**src/rtl/fetch_ctrl_if.sv**
```systemverilog
// Fetch control bundle: redirect/trap/stall/debug requests in, fetch-stage controls out.
// Optional perf counters (FETCH_CTRL_PERF_EN) are plain ports on fetch_ctrl, not part of this bundle.
interface fetch_ctrl_if;
   logic        trap_valid;
   logic [31:0] trap_pc;
   logic        redirect_valid;
   logic [31:0] redirect_pc;
   logic        backend_stall;
   logic        halt_req;
   logic        resume;
   logic [31:0] nextpc;
   logic        fetch_stall;
   logic        fetch_kill;
   logic        inst_valid;
   logic        halted;
   logic [31:0] cur_pc;

   modport master (
      output trap_valid, trap_pc, redirect_valid, redirect_pc,
             backend_stall, halt_req, resume,
      input  nextpc, fetch_stall, fetch_kill, inst_valid, halted, cur_pc
   );

   modport slave (
      input  trap_valid, trap_pc, redirect_valid, redirect_pc,
             backend_stall, halt_req, resume,
      output nextpc, fetch_stall, fetch_kill, inst_valid, halted, cur_pc
   );
endinterface

```
**src/rtl/fetch_ctrl.sv**
```systemverilog
// Next-PC sequencer for the fetch stage: trap > redirect > stall > PC+INST_BYTES.
// Define FETCH_CTRL_PERF_EN to add saturating redirect_count / bubble_count outputs.
module fetch_ctrl #(
   parameter logic [31:0] RESET_PC   = 32'h0000_0000,
   parameter int          INST_BYTES = 4
) (
   input  logic        clk,
   input  logic        reset_n,
   fetch_ctrl_if.slave fif
`ifdef FETCH_CTRL_PERF_EN
   ,
   output logic [31:0] redirect_count,
   output logic [31:0] bubble_count
`endif
);

   typedef enum logic [1:0] {BOOT, RUN, FLUSH, HALT} state_t;

   state_t      state, nstate;
   logic [31:0] pc_q;
   logic [31:0] npc;
   logic        accept;
   logic        stall;

   assign accept = fif.trap_valid | fif.redirect_valid;

   always_ff @(posedge clk or negedge reset_n) begin
      if (!reset_n) begin
         state <= BOOT;
         pc_q  <= RESET_PC;
      end else begin
         state <= nstate;
         if (!stall) pc_q <= npc;
      end
   end

   always_comb begin
      nstate = state;
      stall  = 1'b0;
      npc    = pc_q + 32'(INST_BYTES);
      case (state)
         BOOT:  nstate = RUN;
         RUN:   if (fif.halt_req) nstate = HALT;
                else if (accept)  nstate = FLUSH;
         FLUSH: if (fif.halt_req) nstate = HALT;
                else if (accept)  nstate = FLUSH;
                else              nstate = RUN;
         HALT:  if (fif.resume && !fif.halt_req) nstate = FLUSH;
         default: nstate = BOOT;
      endcase
      // an accepted redirect always lands, even in HALT or under back-pressure
      stall = !accept && (fif.backend_stall || state == HALT || nstate == HALT);
      if (fif.trap_valid)          npc = fif.trap_pc;
      else if (fif.redirect_valid) npc = fif.redirect_pc;
      else if (stall)              npc = pc_q;
   end

   assign fif.nextpc      = npc;
   assign fif.fetch_stall = stall;
   assign fif.fetch_kill  = accept;
   assign fif.inst_valid  = (state == RUN);
   assign fif.halted      = (state == HALT);
   assign fif.cur_pc      = pc_q;

`ifdef FETCH_CTRL_PERF_EN
   always_ff @(posedge clk or negedge reset_n) begin
      if (!reset_n) begin
         redirect_count <= '0;
         bubble_count   <= '0;
      end else begin
         if (accept && redirect_count != 32'hFFFF_FFFF)
            redirect_count <= redirect_count + 32'd1;
         if (state != RUN && state != HALT && bubble_count != 32'hFFFF_FFFF)
            bubble_count <= bubble_count + 32'd1;
      end
   end
`endif

endmodule

```
**src/flat_wrapper.sv**
```systemverilog
// flat-port wrapper written by rule: the top's interface ports become plain ports
module fetch_ctrl_flat 
#(
   parameter logic [31:0] RESET_PC   = 32'h0000_0000,
   parameter int          INST_BYTES = 4
)
  (clk, reset_n, fif_trap_valid, fif_trap_pc, fif_redirect_valid, fif_redirect_pc, fif_backend_stall, fif_halt_req, fif_resume, fif_nextpc, fif_fetch_stall, fif_fetch_kill, fif_inst_valid, fif_halted, fif_cur_pc);
  fetch_ctrl_if fif_i ();
  input  logic clk;
  input  logic reset_n;
  input wire logic [$bits(fif_i.trap_valid)-1:0] fif_trap_valid;
  input wire logic [$bits(fif_i.trap_pc)-1:0] fif_trap_pc;
  input wire logic [$bits(fif_i.redirect_valid)-1:0] fif_redirect_valid;
  input wire logic [$bits(fif_i.redirect_pc)-1:0] fif_redirect_pc;
  input wire logic [$bits(fif_i.backend_stall)-1:0] fif_backend_stall;
  input wire logic [$bits(fif_i.halt_req)-1:0] fif_halt_req;
  input wire logic [$bits(fif_i.resume)-1:0] fif_resume;
  output wire logic [$bits(fif_i.nextpc)-1:0] fif_nextpc;
  output wire logic [$bits(fif_i.fetch_stall)-1:0] fif_fetch_stall;
  output wire logic [$bits(fif_i.fetch_kill)-1:0] fif_fetch_kill;
  output wire logic [$bits(fif_i.inst_valid)-1:0] fif_inst_valid;
  output wire logic [$bits(fif_i.halted)-1:0] fif_halted;
  output wire logic [$bits(fif_i.cur_pc)-1:0] fif_cur_pc;
  assign fif_i.trap_valid = fif_trap_valid;
  assign fif_i.trap_pc = fif_trap_pc;
  assign fif_i.redirect_valid = fif_redirect_valid;
  assign fif_i.redirect_pc = fif_redirect_pc;
  assign fif_i.backend_stall = fif_backend_stall;
  assign fif_i.halt_req = fif_halt_req;
  assign fif_i.resume = fif_resume;
  assign fif_nextpc = fif_i.nextpc;
  assign fif_fetch_stall = fif_i.fetch_stall;
  assign fif_fetch_kill = fif_i.fetch_kill;
  assign fif_inst_valid = fif_i.inst_valid;
  assign fif_halted = fif_i.halted;
  assign fif_cur_pc = fif_i.cur_pc;
  fetch_ctrl #(.RESET_PC(RESET_PC), .INST_BYTES(INST_BYTES)) u_core (.clk(clk), .reset_n(reset_n), .fif(fif_i));
endmodule
```
**config.mk**
```make
export PLATFORM = sky130hd
export DESIGN_NAME = fetch_ctrl_flat
export DESIGN_NICKNAME = d
export VERILOG_FILES = /design/src/rtl/fetch_ctrl_if.sv /design/src/rtl/fetch_ctrl.sv /design/src/flat_wrapper.sv
export SDC_FILE = /design/constraint.sdc
export NUM_CORES = 1
export LEC_CHECK = 0
export ABC_AREA = 1
export CORE_MARGIN = 2
export CORE_UTILIZATION = 38
export CTS_CLUSTER_DIAMETER = 80
export DETAILED_ROUTE_END_ITERATION = 10
export PLACE_DENSITY = 0.78
export SLEW_MARGIN = 20
export SYNTH_ARGS = -nofsm -noshare
export SYNTH_HDL_FRONTEND = slang
export SYNTH_SLANG_ARGS = --single-unit
```
**constraint.sdc**
```tcl
create_clock -name clk -period 1.7 [get_ports clk]
set_input_delay 0.255 -clock clk [delete_from_list [all_inputs] [get_ports clk]]
set_output_delay 0.255 -clock clk [all_outputs]
set_load 0.01 [all_outputs]
```
==> implementation parameters, run 1 <==
Parameter                              Value

Placement
  Global placement routability congestion ... 0.894
  Half-perimeter wire length after placement ... 9570 um
  Post-Place Setup Slack ... -0.870 ns
  Quantity of I/O buffers inserted on ports ... 138

Setup path
  Critical path launch point type ... flip-flop
  Number of buffers and inverters on the critical path ... 2
  Kind of critical path ... flip-flop to primary output
  End point of the critical path ... fif_nextpc[17]
  FF-to-FF Start ... u_core.fif.cur_pc[6]
  Critical path depth in cells ... 11
  Endpoint of the most critical register-to-register path ... u_core.fif.cur_pc[21]
  Max Fanout on Critical Path ... 5
  Category of cells accounting for the largest share of critical-path delay ... simple AND/OR/NAND/NOR gates
  Setup slack of the most critical reg-to-reg path ... -0.02 ns
  Critical Path Start ... u_core.state[0]
  Ordered list of cells on the worst path ... o21ai_1 > nand3_2 > nand2_2 > nand2_4 > nand2_8 > clkbuf_16 > nand2_1 > nand3_1 > nand2_1 > nand2_1 > buf_2
  Largest stage delay on the critical path ... 0.47 ns
  Worst R2R Path Depth ... 14
  Most Frequent Cell on Critical Path ... sky130_fd_sc_hd__nand2_1
  Critical Path End Type ... primary output
  Worst Path Arrival ... 1.95 ns
  Data required time of the worst path ... 1.44 ns
  Worst path slowest cell ... sky130_fd_sc_hd__dfrtp_2

Clock network
  Number of buffers on the longest clock path ... 2
  Clock latency at the later pin of the worst-skew pair ... 0.30 ns
  Clock tree from TritonCTS ... done
  TritonCTS Sinks ... 34
  Clock-pin slew on the worst setup and hold paths ... 0.08 ns
  TritonCTS buffer count ... 5
  Number of levels in the clock H-tree ... 2
  CTS root buf ... sky130_fd_sc_hd__clkbuf_8

Drt
  Vias ... 4481
  Remaining number of nets flagged by the antenna check after routing ... 0
  Detailed-route wire length ... 13700 um
  Initial DRT Pass Iterations ... 7
  Number of design-rule violations left by the first detailed-router iteration ... 180
  Drc violations ... 0
  Average wire per standard cell ... 15.4 um
  Vias per cell ... 5.07

Global route
  Total congestion overflow after global routing ... 0
  Antenna violations before repair ... 0
  Wire length of the first global-routing pass ... 19700 um
  Pin count of the biggest net entering global routing ... 35
  Global-route usage over all layers ... 28.6%
  Vias in the first global route ... 4284

STA
  Worst clock skew ... 0.00476 ns
  Finish-stage setup viols ... 32
  Slew margin rel. ... 71.8%
  Transition at the pin with the smallest max-transition slack ... 0.423 ns
  Crit share post-route ... 129%
  Hold slack final ... 0.436 ns
  Number of slew-limit violations in the final report ... 0
  Unrepaired setup endpoints after global routing ... yes
  PnR worst setup slack ... -0.501 ns
  Fin crit period ... 2.20 ns
  Final sum of negative setup slack ... -14.15 ns
  Final hold violation count ... 0
  Highest clock frequency the design can meet ... 454 MHz

Run
  Max-cap violation count ... 0

Yosys
  Warning count from the yosys run ... 0
  Post-synth cell types ... 20
  Average footprint of a synthesized cell ... 5.62 um2
  Share of cell area taken by muxes after synthesis ... 0%
  Post-synth net total ... 605
  Cell area after synthesis ... 0.00300 mm2
  Xor/xnor share of the synthesized area ... 4.09%
  Cell count after synthesis ... 533
  Complex-gate fraction of the synthesized area ... 2.17%
  Fraction of the mapped netlist area in adder cells ... 0.418%
  Share of the yosys chip area belonging to registers ... 28.4%
  Synthesis-stage register bit count ... 34
  Dominant combinational cell family by area after synthesis ... simple AND/OR/NAND/NOR gates
  Simple-gate share of the synthesized area ... 59.6%

Final layout
  Most frequent standard cell in the layout excluding fill and tap cells ... sky130_fd_sc_hd__nand2_1
  Share of cells above drive strength 1 ... 36.7%
  Diode insertion count for antenna repair ... 0
  Commonest cells after routing, fill and taps aside ... sky130_fd_sc_hd__nand2_1, sky130_fd_sc_hd__buf_4, sky130_fd_sc_hd__clkdlybuf4s50_1
  Final-stage net count ... 853
  Area overhead of the layout relative to synthesis ... 95.2%

Floorplanning
  Placeable core region ... 0.00769 mm2
  IO Count ... 139
  Floorplan row count ... 32
  Starting density of the core ... 39.0%
  Horizontal extent of the die ... 92.8 um
  Die Outline Area ... 0.00861 mm2
  Overall die height ... 92.8 um

Outcome
  Failing checks ... setup timing
  Outcome ... complete, but fails checks

Power
  Max IR drop VDD ... 0.000327 V
  Total Power Consumption ... 3230 uW
  LEAKAGE ... 0.00292 uW
  Power Dens Cells ... 552 mW/mm2

Min path
  Class of the tightest hold or removal check ... primary input to async pin
final cells by class:
| type | count | area [um2] |
|---|---|---|
| clock inverters | 2 | 12.5 |
| multi-input cells | 464 | 2400 |
| repair buffers | 262 | 2310 |
| well taps | 102 | 128 |
| flip-flops and latches | 34 | 861 |
| clock buffers | 6 | 82.6 |
| inverters | 14 | 55.1 |
| fillers | 600 | 1840 |
worst min-delay path by stage:
stage | startpoint | to | depth (start not counted)
global placement | reset_n | u_core.fif.cur_pc[24] | 1
global route | reset_n | u_core.fif.cur_pc[4] | 2
finish | reset_n | u_core.fif.cur_pc[24] | 2
floorplan | reset_n | u_core.fif.cur_pc[0] | 0
detailed placement | reset_n | u_core.fif.cur_pc[24] | 1
CTS | fif_trap_valid | u_core.state[0] | 4
metrics by stage:
| step | utilization (%) | area, um2 | std cells |
|---|---|---|---|
| floorplan | - | 3040 | 533 |
| finish | 76.1 | 5850 | 884 |
| global route | 76.1 | 5850 | 884 |
| CTS | 71.6 | 5500 | 878 |
| detailed placement | 68.2 | 5250 | 852 |
| global placement | 68.2 | 5250 | 852 |
Yosys cell counts:
library cell / number / share of area, %
sky130_fd_sc_hd__ha_1: 1 / 0.42
sky130_fd_sc_hd__nand2_2: 2 / 0.42
sky130_fd_sc_hd__buf_1: 2 / 0.25
sky130_fd_sc_hd__nand3_2: 1 / 0.33
sky130_fd_sc_hd__nor2_1: 110 / 14
sky130_fd_sc_hd__clkbuf_1: 11 / 1.4
sky130_fd_sc_hd__inv_1: 12 / 1.5
sky130_fd_sc_hd__a21oi_1: 9 / 1.5
sky130_fd_sc_hd__buf_2: 5 / 0.83
sky130_fd_sc_hd__nand3b_1: 13 / 3.3
sky130_fd_sc_hd__nand2_4: 2 / 0.75
sky130_fd_sc_hd__o21ai_1: 2 / 0.33
sky130_fd_sc_hd__xor2_1: 8 / 2.3
sky130_fd_sc_hd__o21ai_0: 2 / 0.33
sky130_fd_sc_hd__buf_6: 3 / 1.1
sky130_fd_sc_hd__dfrtp_1: 34 / 28
sky130_fd_sc_hd__nand3_1: 59 / 9.9
sky130_fd_sc_hd__xnor2_1: 6 / 1.8
sky130_fd_sc_hd__nand2_1: 249 / 31
sky130_fd_sc_hd__inv_2: 2 / 0.25
flip-flops by register name, indices dropped and copies added (netlist names):
signal and count:
u_core.state 2, u_core.fif.cur_pc 32
timing repair:
action | in CTS | in global routing
hold endpoints to repair | 15 | 0
pin swaps | 23 | 27
hold buffers | 1 | 0
setup endpoints to repair | 37 | 46
setup buffers | 16 | 8
gates cloned | 1 | 3
resized for setup | 178 | 94
power by group:
part	switching (uW)	internal [uW]
clock network	353	327
registers	89.4	889
logic	757	814
logic make-up (layout without fill, tap and decap cells):
logic type                 Yosys count  in the layout
and+or+nand+nor                    436            436
buffers and inverters               35            284
adders and majority gates            1              1
AOI/OAI and AO/OA                   13             13
xor gates and xnor gates            14             14
DFF                                 34             34
metal layers:
layer,share of wire [%],global-route usage [%],vias up
li1,-,-,2161
met1,42,35.0,2106
met2,51,52.0,184
met3,4.9,3.82,30
met4,2.3,8.33,0
met5,0,0,-
(Power assumes the default switching activity.)
==> run 2: changes to the inputs <==
Settings changed: CAP_MARGIN set to 20.
==> results of run 2 <==
Same layout as run 1: the final DEF is identical, and so are final timing and power.
